==> src/rtl/bcd_ctrl_pkg.sv <==
// bcd_ctrl_pkg: shared display FSM states, BCD constants and nibble validity check
package bcd_ctrl_pkg;
  typedef enum logic {IDLE, REQ} state_t;
  localparam logic [11:0] BCD_ZERO = 12'h000;
  localparam logic [11:0] BCD_MAX = 12'h999;
  function automatic logic bcd_valid(input logic [11:0] v);
    return v[11:8] <= 4'd9 && v[7:4] <= 4'd9 && v[3:0] <= 4'd9;
  endfunction
endpackage

==> src/rtl/bcd_count_ctrl_tick.sv <==
// bcd_tick_gen: prescaler (clk, rst_n, run, clr -> tick) pulsing tick every TICK_DIV running cycles
module bcd_tick_gen #(
  parameter int TICK_DIV = 50000000
) (
  input  logic clk,
  input  logic rst_n,
  input  logic run,
  input  logic clr,
  output logic tick
);
  localparam int PW = $clog2(TICK_DIV);
  logic [PW-1:0] cnt_q, cnt_d;
  always_comb begin
    tick = run && cnt_q == PW'(TICK_DIV - 1);
    cnt_d = (clr || tick) ? '0 : run ? cnt_q + 1'b1 : cnt_q;
  end
  always_ff @(posedge clk) cnt_q <= !rst_n ? '0 : cnt_d;
endmodule

==> src/rtl/bcd_incrementer_3digit.sv <==
// bcd_incrementer_3digit: combinational 3-digit BCD +1 (en, bcd_in -> bcd_out), wraps 999 to 000
module bcd_incrementer_3digit (
  input  logic        en,
  input  logic [11:0] bcd_in,
  output logic [11:0] bcd_out
);
  logic [3:0] c;
  assign c[0] = en;
  for (genvar i = 0; i < 3; i++) begin : g_dig
    logic [3:0] dig;
    logic nine;
    assign dig = bcd_in[4*i +: 4];
    assign nine = dig == 4'd9;
    assign bcd_out[4*i +: 4] = c[i] ? (nine ? 4'd0 : dig + 4'd1) : dig;
    assign c[i+1] = c[i] && nine;
  end
endmodule

==> src/rtl/bcd_count_ctrl.sv <==
// bcd_count_ctrl: 3-digit BCD counter with clr/load/step priority, wrap/ovf flags and coalescing display req/ack
import bcd_ctrl_pkg::*;
module bcd_count_ctrl #(
  parameter int TICK_DIV = 50000000
) (
  input  logic        clk,
  input  logic        rst_n,
  input  logic        run,
  input  logic        ext_step,
  input  logic        clr,
  input  logic        load_en,
  input  logic [11:0] load_val,
  output logic [11:0] bcd_value,
  output logic        wrap,
  output logic        ovf,
  output logic        load_err,
  output logic        disp_req,
  output logic [11:0] disp_data,
  input  logic        disp_ack
);
  state_t state_q, state_d;
  logic [11:0] value_q, value_d, data_q, data_d, inc_val;
  logic wrap_q, wrap_d, ovf_q, ovf_d, load_err_q, load_err_d, dirty_q, dirty_d;
  logic tick, load_ok, do_step, upd;
  bcd_tick_gen #(.TICK_DIV(TICK_DIV)) u_tick (
    .clk(clk), .rst_n(rst_n), .run(run), .clr(clr), .tick(tick)
  );
  bcd_incrementer_3digit u_inc (.en(1'b1), .bcd_in(value_q), .bcd_out(inc_val));
  always_comb begin
    load_ok = load_en && bcd_valid(load_val);
    do_step = !clr && !load_en && (tick || ext_step);
    value_d = clr ? BCD_ZERO : load_ok ? load_val : do_step ? inc_val : value_q;
    upd = clr || load_ok || do_step;
    wrap_d = do_step && value_q == BCD_MAX;
    ovf_d = !clr && (ovf_q || wrap_d);
    load_err_d = !clr && load_en && !load_ok;
    // dirty is consumed only on the IDLE->REQ edge; an update on that same edge re-arms it
    dirty_d = upd || (dirty_q && state_q == REQ);
    data_d = (state_q == IDLE && dirty_q) ? value_q : data_q;
  end
  always_comb state_d = state_q == IDLE ? (dirty_q ? REQ : IDLE) : (disp_ack ? IDLE : REQ);
  always_comb disp_req = state_q == REQ;
  always_ff @(posedge clk) begin
    if (!rst_n) begin
      state_q <= IDLE;
      value_q <= BCD_ZERO;
      data_q <= BCD_ZERO;
      wrap_q <= 1'b0;
      ovf_q <= 1'b0;
      load_err_q <= 1'b0;
      dirty_q <= 1'b0;
    end else begin
      state_q <= state_d;
      value_q <= value_d;
      data_q <= data_d;
      wrap_q <= wrap_d;
      ovf_q <= ovf_d;
      load_err_q <= load_err_d;
      dirty_q <= dirty_d;
    end
  end
  assign bcd_value = value_q;
  assign disp_data = data_q;
  assign wrap = wrap_q;
  assign ovf = ovf_q;
  assign load_err = load_err_q;
endmodule
==> config.mk <==
export PLATFORM = sky130hd
export DESIGN_NAME = bcd_count_ctrl
export DESIGN_NICKNAME = d
export VERILOG_FILES = /design/src/rtl/bcd_ctrl_pkg.sv /design/src/rtl/bcd_count_ctrl_tick.sv /design/src/rtl/bcd_incrementer_3digit.sv /design/src/rtl/bcd_count_ctrl.sv
export SDC_FILE = /design/constraint.sdc
export NUM_CORES = 1
export LEC_CHECK = 0
export ABC_AREA = 1
export CORE_ASPECT_RATIO = 0.6
export CORE_MARGIN = 2
export CORE_UTILIZATION = 55
export CTS_BUF_LIST = sky130_fd_sc_hd__clkbuf_8
export DETAILED_ROUTE_END_ITERATION = 12
export PLACE_DENSITY = 0.88
export SYNTH_ARGS = -nofsm -noshare
export SYNTH_HDL_FRONTEND = slang
export SYNTH_SLANG_ARGS = --single-unit
==> constraint.sdc <==
create_clock -name clk -period 2.3 [get_ports clk]
set_clock_uncertainty 0.15 [all_clocks]
set_input_delay 0.46 -clock clk [delete_from_list [all_inputs] [get_ports clk]]
set_output_delay 0.46 -clock clk [all_outputs]
set_load 0.005 [all_outputs]
==> parameters.txt, run 1 <==
Parameter                              Value

Yosys
  Synthesized area per cell    slightly below 7 sq um
  Top FF cell, synth    dfxtp_1
  Yosys warning total    0
  Gate Count Post-Synth    between 400 and 500
  Async set-or-reset flop fraction in the synthesized netlist    0
  Area share of the largest cell type after synthesis    0.397
  Area of the mapped netlist    ~2800 sq um
  Cell taking the most area after synthesis    dfxtp_1
  Biggest area contributors in the synthesized netlist    dfxtp_1, nand2_1, nor2_1, inv_1, a21oi_1
  Register area share after synthesis    0.397
  Yosys reg bits    55
  Library cells used by synthesis    36
  Synthesized Nets    about 420
  Number of synthesized flops with an enable pin    0

STA
  Worst slew slack as a fraction of its limit    0.606
  Setup-failing EPs final    0
  Achievable frequency    slightly below 500 MHz
  RSZ-0062 raised after global routing    no
  Min cycle time layout    about 2 ns
  Final worst-path cycle share    0.888
  Transition time of the tightest slew-check pin    between 0.5 and 0.6 ns
  Number of failing hold endpoints at the final stage    0
  Final Max Tran Viols    0
  Hold Worst Slack    ~0.32 ns
  Setup total negative slack    0 ns

Min path
  Type of the tightest min-delay check    flop to flop

Drt
  Detailed-route wire length    about 7.3 mm
  Total DRC errors in the routed layout    0
  DRT antenna net count    0
  Routed via count    around 2,800
  Starting DRT DRC Count    between 150 and 200
  Post-detailed-route via-to-cell ratio    about 5.5
  Routed wire per std cell    13.9 um
  Iteration count of the initial detailed-routing pass    5

Global route
  Wire length of the first global-routing pass    11.5 mm
  Largest net degree at the start of global routing    33
  Antenna violations before repair    0
  GRT Residual Overflow    0
  Global-route total usage across every layer    0.267
  Via count of the first global-routing pass    roughly 2,500

Final layout
  Most used cells in the layout excluding fill and tap cells    nand2_1, dfxtp_1, nor2_1
  Most common cell after layout, fill and taps aside    nand2_1
  Area used by multi-input combinational logic    between 1000 and 1500 sq um
  FILL cells    roughly 410
  Final core occ    0.726
  Reg area    between 1000 and 1500 sq um
  Area overhead of the layout relative to synthesis    23.3%
  Nets    478
  Share of cells above drive strength 1    0.0806
  Number of antenna diodes    0

Outcome
  Run status    completed

Clock tree
  Setup fix buffers added after clock tree synthesis    0
  Clock-pin slew of the registers on the worst-case setup and hold paths    about 0.11 ns
  Clock tree from TritonCTS    done
  H-tree depth reported by CTS    2
  Maximum clock path buffer count    2
  Number of buffers inserted for hold repair after clock tree synthesis    0
  Root buffer cell    clkbuf_8
  Insertion delay to the later sink of the worst-skew pair    0.31 ns
  Resize count post-CTS    0
  TritonCTS Buffers    5
  Clock sink count    55

Critical path
  Critical path start-end classification    flop to flop
  Type of element launching the critical path    flop
  Worst Setup End Kind    flop
  Critical-path maximum fanout    4
  R2R Setup Slk    about 0.26 ns
  Req. time, crit path    between 2 and 2.5 ns
  Worst endpoint data arrival time    about 2.1 ns

Floorplanning
  Top-level I/O count    47
  Vertical die dimension    around 59 um
  Horizontal extent of the die    approximately 96 um
  Core Footprint    about 4700 sq um
  Initial Utilization    0.589
  Full die area    between 5000 and 6000 sq um
  Std cell rows    19

Run
  Maximum capacitance violations    0

Power and ir drop
  Cell leakage power    1.28 nW
  Power density over the cells    roughly 510 nW/um^2
  Largest vdd supply drop    297 uV
  Overall power of the completed layout    ~0.0018 W

Place
  HPWL reported at the end of detailed placement    5.60 mm
  GPL Wtd Cong    approximately 0.9
  IO Port Bufs    between 40 and 50
## kinds of logic (layout without fill, tap and decap cells)
kind of cell    Yosys count  in the layout  share of synthesized area
buf+inv                  59            114                     0.0889
xor+xnor                  8              8                     0.0253
compound gates           79             79                      0.148
simple gates            202            202                      0.336
flops                    55             55                      0.397
fa+ha+maj                 1              1                    0.00451
## metal layers
metal / part of all wire / routed length (um) / vias to the layer above / track usage
li1: - / - / 1418 / -
met2: 0.39 / 2840 / 124 / 0.379
met4: 0.0078 / 57 / 0 / 0.0551
met1: 0.51 / 3740 / 1296 / 0.414
met5: 0 / 0 / - / 0
met3: 0.087 / 634 / 11 / 0.0585
## through the flow
stage          instances  setup WS (ns)  instance area, sq um
5_1_grt              522         0.0988                  3420
3_5_place_dp         514         0.0249                  3330
2_1_floorplan        404          0.614                  2770
4_1_cts              522          0.281                  3420
6_report             522          0.258                  3420
3_3_place_gp         514         0.0752                  3330
## worst max-delay path: stages, from the launching register on
cell and delay, ns:
dfxtp_1 0.39, ha_1 0.18, nand3_1 0.18, nor3_1 0.25, nand2_1 0.19, nor2_2 0.25
nand3_1 0.16, o21ai_1 0.15, a21oi_1 0.05
## state kept, by name, indices dropped and copies added (netlist names)
name / flops
load_err: 1
disp_req: 1
u_tick.cnt_q: 26
dirty_q: 1
disp_data: 12
ovf: 1
bcd_value: 12
wrap: 1
## power breakdown
part	total [W]	internal, W	switching [W]
combinational	0.000218	0.000109	0.000109
sequential	0.000995	0.000978	0.0000178
clock	0.000542	0.000215	0.000327
total	0.00176	0.00130	0.000453
## synthesized netlist by cell type, types with 2 or more instances
cell and number:
nand3b_1 2, clkbuf_1 4, nand2_1 76, nor2_1 52, nor2_4 2, nand2_4 4, o21a_1 3, xnor2_1 2
inv_1 49, nor3_1 11, dfxtp_1 55, nor3_2 2, nor2_2 5, nand4_1 3, o21ai_0 35, xor2_1 6
buf_2 2, a21oi_1 36, nand2_2 4, nand3_1 35
## layout make-up
cell class	instances	share of cell area
clock inverters	3	0.00622
well taps	63	0.0231
repair buffers	56	0.157
inverters	50	0.0549
multi-input cells	290	0.417
flip-flops and latches	55	0.322
clock buffers	5	0.0201
## worst paths after layout
kind / from / end / cells past startpoint
max: u_tick.cnt_q[0]$_SDFFE_PP0P_ / u_tick.cnt_q[24]$_SDFFE_PP0P_ / 8
min: ovf$_SDFF_PN0_ / ovf$_SDFF_PN0_ / 2
max reg2reg: u_tick.cnt_q[0]$_SDFFE_PP0P_ / u_tick.cnt_q[24]$_SDFFE_PP0P_ / 8
min reg2reg: ovf$_SDFF_PN0_ / ovf$_SDFF_PN0_ / 2
No activity file was read; power rests on OpenSTA's default activity.
==> run 2: changes to the inputs <==
Settings changed: REMOVE_ABC_BUFFERS set to 1.
==> run 2 against run 1 <==
Effect of this change:
- die area unchanged
- final area increased by 1.1%
- fmax increased by 0.38%
- flip-flop and latch count unchanged
- hold slack got worse by 0.010 ns
- register-to-register slack about the same
- sequential power about the same
- sequential share of layout area decreased by 0.34 points
- global-route usage increased by 1.3 points
==> parameters.txt, run 2 (same netlist as run 1, synthesis figures left out) <==
Parameter                              Value

Floorplanning
  Std cell rows    19 (unchanged)
  Initial Utilization    0.589 (unchanged)
  Vertical die dimension    59.0 um (unchanged)
  Full die area    5640 sq um (unchanged)
  Top-level I/O count    47 (unchanged)
  Horizontal extent of the die    95.7 um (unchanged)
  Core Footprint    4710 sq um (unchanged)

Clock tree
  Setup fix buffers added after clock tree synthesis    0 (unchanged)
  Resize count post-CTS    0 (unchanged)
  Number of buffers inserted for hold repair after clock tree synthesis    0 (unchanged)
  Clock tree from TritonCTS    done (unchanged)
  TritonCTS Buffers    5 (unchanged)
  Clock sink count    55 (unchanged)
  Maximum clock path buffer count    2 (unchanged)
  Root buffer cell    clkbuf_8 (unchanged)
  H-tree depth reported by CTS    2 (unchanged)
  Clock-pin slew of the registers on the worst-case setup and hold paths    0.10 ns (was 0.11 ns)
  Insertion delay to the later sink of the worst-skew pair    0.31 ns (about the same)

Critical path
  Critical-path maximum fanout    4 (unchanged)
  Type of element launching the critical path    flop (unchanged)
  Req. time, crit path    2.36 ns (about the same)
  Worst endpoint data arrival time    2.09 ns (was 2.10 ns)
  Critical path start-end classification    flop to flop (unchanged)
  Worst Setup End Kind    flop (unchanged)

Drt
  Post-detailed-route via-to-cell ratio    5.42 (was 5.46)
  DRT antenna net count    0 (unchanged)
  Total DRC errors in the routed layout    0 (unchanged)
  Amount of wire on met2 after detailed routing    3.06 mm (was 2.84 mm)
  Iteration count of the initial detailed-routing pass    5 (unchanged)
  Routed wire per std cell    14.1 um (was 13.9 um)
  Detailed-route wire length    7.45 mm (was 7.27 mm)
  Metal3 WL    646 um (was 634 um)
  Starting DRT DRC Count    253 (was 159)
  Routed via count    2,862 (was 2,849)
  Routed metal-1 wire length    3.68 mm (was 3.74 mm)
  Top routing layer in use    met4 (unchanged)

Final layout
  Most common cell after layout, fill and taps aside    nand2_1 (unchanged)
  Number of antenna diodes    0 (unchanged)
  Nets    484 (was 478)
  Share of cells above drive strength 1    0.0903 (was 0.0806)
  FILL cells    373 (was 409)
  Number of flip-flops under the largest register name    26 (unchanged)
  Area overhead of the layout relative to synthesis    24.6% (was 23.3%)
  Reg with most FFs    u_tick.cnt_q (unchanged)
  Most used cells in the layout excluding fill and tap cells    nand2_1, dfxtp_1, nor2_1 (unchanged)

STA
  Setup-failing EPs final    0 (unchanged)
  Setup total negative slack    0 ns (unchanged)
  RSZ-0062 raised after global routing    no (unchanged)
  Number of failing hold endpoints at the final stage    0 (unchanged)
  Worst slew slack as a fraction of its limit    0.654 (was 0.606)
  Achievable frequency    492 MHz (was 490 MHz)
  Final Max Tran Viols    0 (unchanged)
  Final worst-path cycle share    0.884 (was 0.888)
  Min cycle time layout    2.03 ns (was 2.04 ns)
  Transition time of the tightest slew-check pin    0.516 ns (was 0.589 ns)

Global route
  Via count of the first global-routing pass    2,513 (was 2,462)
  Antenna violations before repair    0 (unchanged)
  Largest net degree at the start of global routing    22 (was 33)
  Wire length of the first global-routing pass    12.0 mm (was 11.5 mm)
  Global-route total usage across every layer    0.280 (was 0.267)
  GRT Residual Overflow    0 (unchanged)

Run
  Maximum capacitance violations    0 (unchanged)

Place
  IO Port Bufs    46 (unchanged)
  GPL Wtd Cong    0.948 (was 0.910)
  HPWL reported at the end of detailed placement    5.78 mm (was 5.60 mm)

Power and ir drop
  Largest vdd supply drop    310 uV (was 297 uV)
  Power density over the cells    505 nW/um^2 (was 514 nW/um^2)
  Cell leakage power    1.31 nW (was 1.28 nW)
  Overall power of the completed layout    0.00174 W (was 0.00176 W)

Min path
  Type of the tightest min-delay check    flop to flop (unchanged)

Outcome
  Run status    completed (unchanged)
==> run 2: changes by cell type in the layout (fill, tap and decap cells not counted) <==
cell,delta
clkinv_4,-2
inv_1,+1
clkinv_2,+1
buf_4,+6
==> run 2: final timing paths <==
check,startpoint,to,slack (ns),depth (start not counted)
setup / recovery,u_tick.cnt_q[1]$_SDFFE_PP0P_,u_tick.cnt_q[24]$_SDFFE_PP0P_,0.27,8
setup reg to reg,u_tick.cnt_q[1]$_SDFFE_PP0P_,u_tick.cnt_q[24]$_SDFFE_PP0P_,0.27,8
hold reg to reg,ovf$_SDFF_PN0_,ovf$_SDFF_PN0_,0.31,2
hold / removal,ovf$_SDFF_PN0_,ovf$_SDFF_PN0_,0.31,2
==> run 2: through the flow <==
| step | instance area [sq um] | hold slack, ns | util | setup WS [ns] | instances |
|---|---|---|---|---|---|
| 6_report | 3450 | 0.309 | 0.734 | 0.266 | 528 |
| 5_1_grt | 3450 | 0.337 | 0.734 | 0.0266 | 528 |
| 4_1_cts | 3450 | 0.308 | 0.734 | 0.304 | 528 |
| 3_5_place_dp | 3370 | 0.293 | 0.717 | 0.0686 | 520 |
| 3_3_place_gp | 3370 | 0.292 | 0.717 | 0.0939 | 520 |
| 2_1_floorplan | 2710 | 0.297 | - | 0.495 | 395 |
==> run 2: area by class of cell <==
type                            count  area (sq um)  share of cell area
Multi-Input combinational cell    290          1430               0.413
Sequential cell                    55          1100               0.319
Timing Repair Buffer               62           581               0.168
Tap cell                           63          78.8              0.0228
Inverter                           50           188              0.0543
Clock inverter                      3          12.5             0.00362
Clock buffer                        5          68.8              0.0199
==> run 2: worst max-delay path, stage by stage (launching register included) <==
cell and delay [ns]:
dfxtp_1 0.38, ha_1 0.20, nand3_1 0.17, nor3_1 0.28, nand2_1 0.17, nor2_2 0.25, nand3_1 0.15, o21ai_1 0.14
a21oi_1 0.05
==> run 2: per-layer routing <==
metal | up-vias | global-route usage
met3 | 12 | 0.0763
met2 | 135 | 0.402
met1 | 1282 | 0.422
li1 | 1433 | -
met4 | 0 | 0.0571
met5 | - | 0
==> run 2: report_power, final <==
part / internal (W) / total (W) / switching, W
Sequential: 0.000977 / 0.000994 / 0.0000170
Combinational: 0.000115 / 0.000228 / 0.000114
Clock: 0.000206 / 0.000520 / 0.000314
Total: 0.00130 / 0.00174 / 0.000445
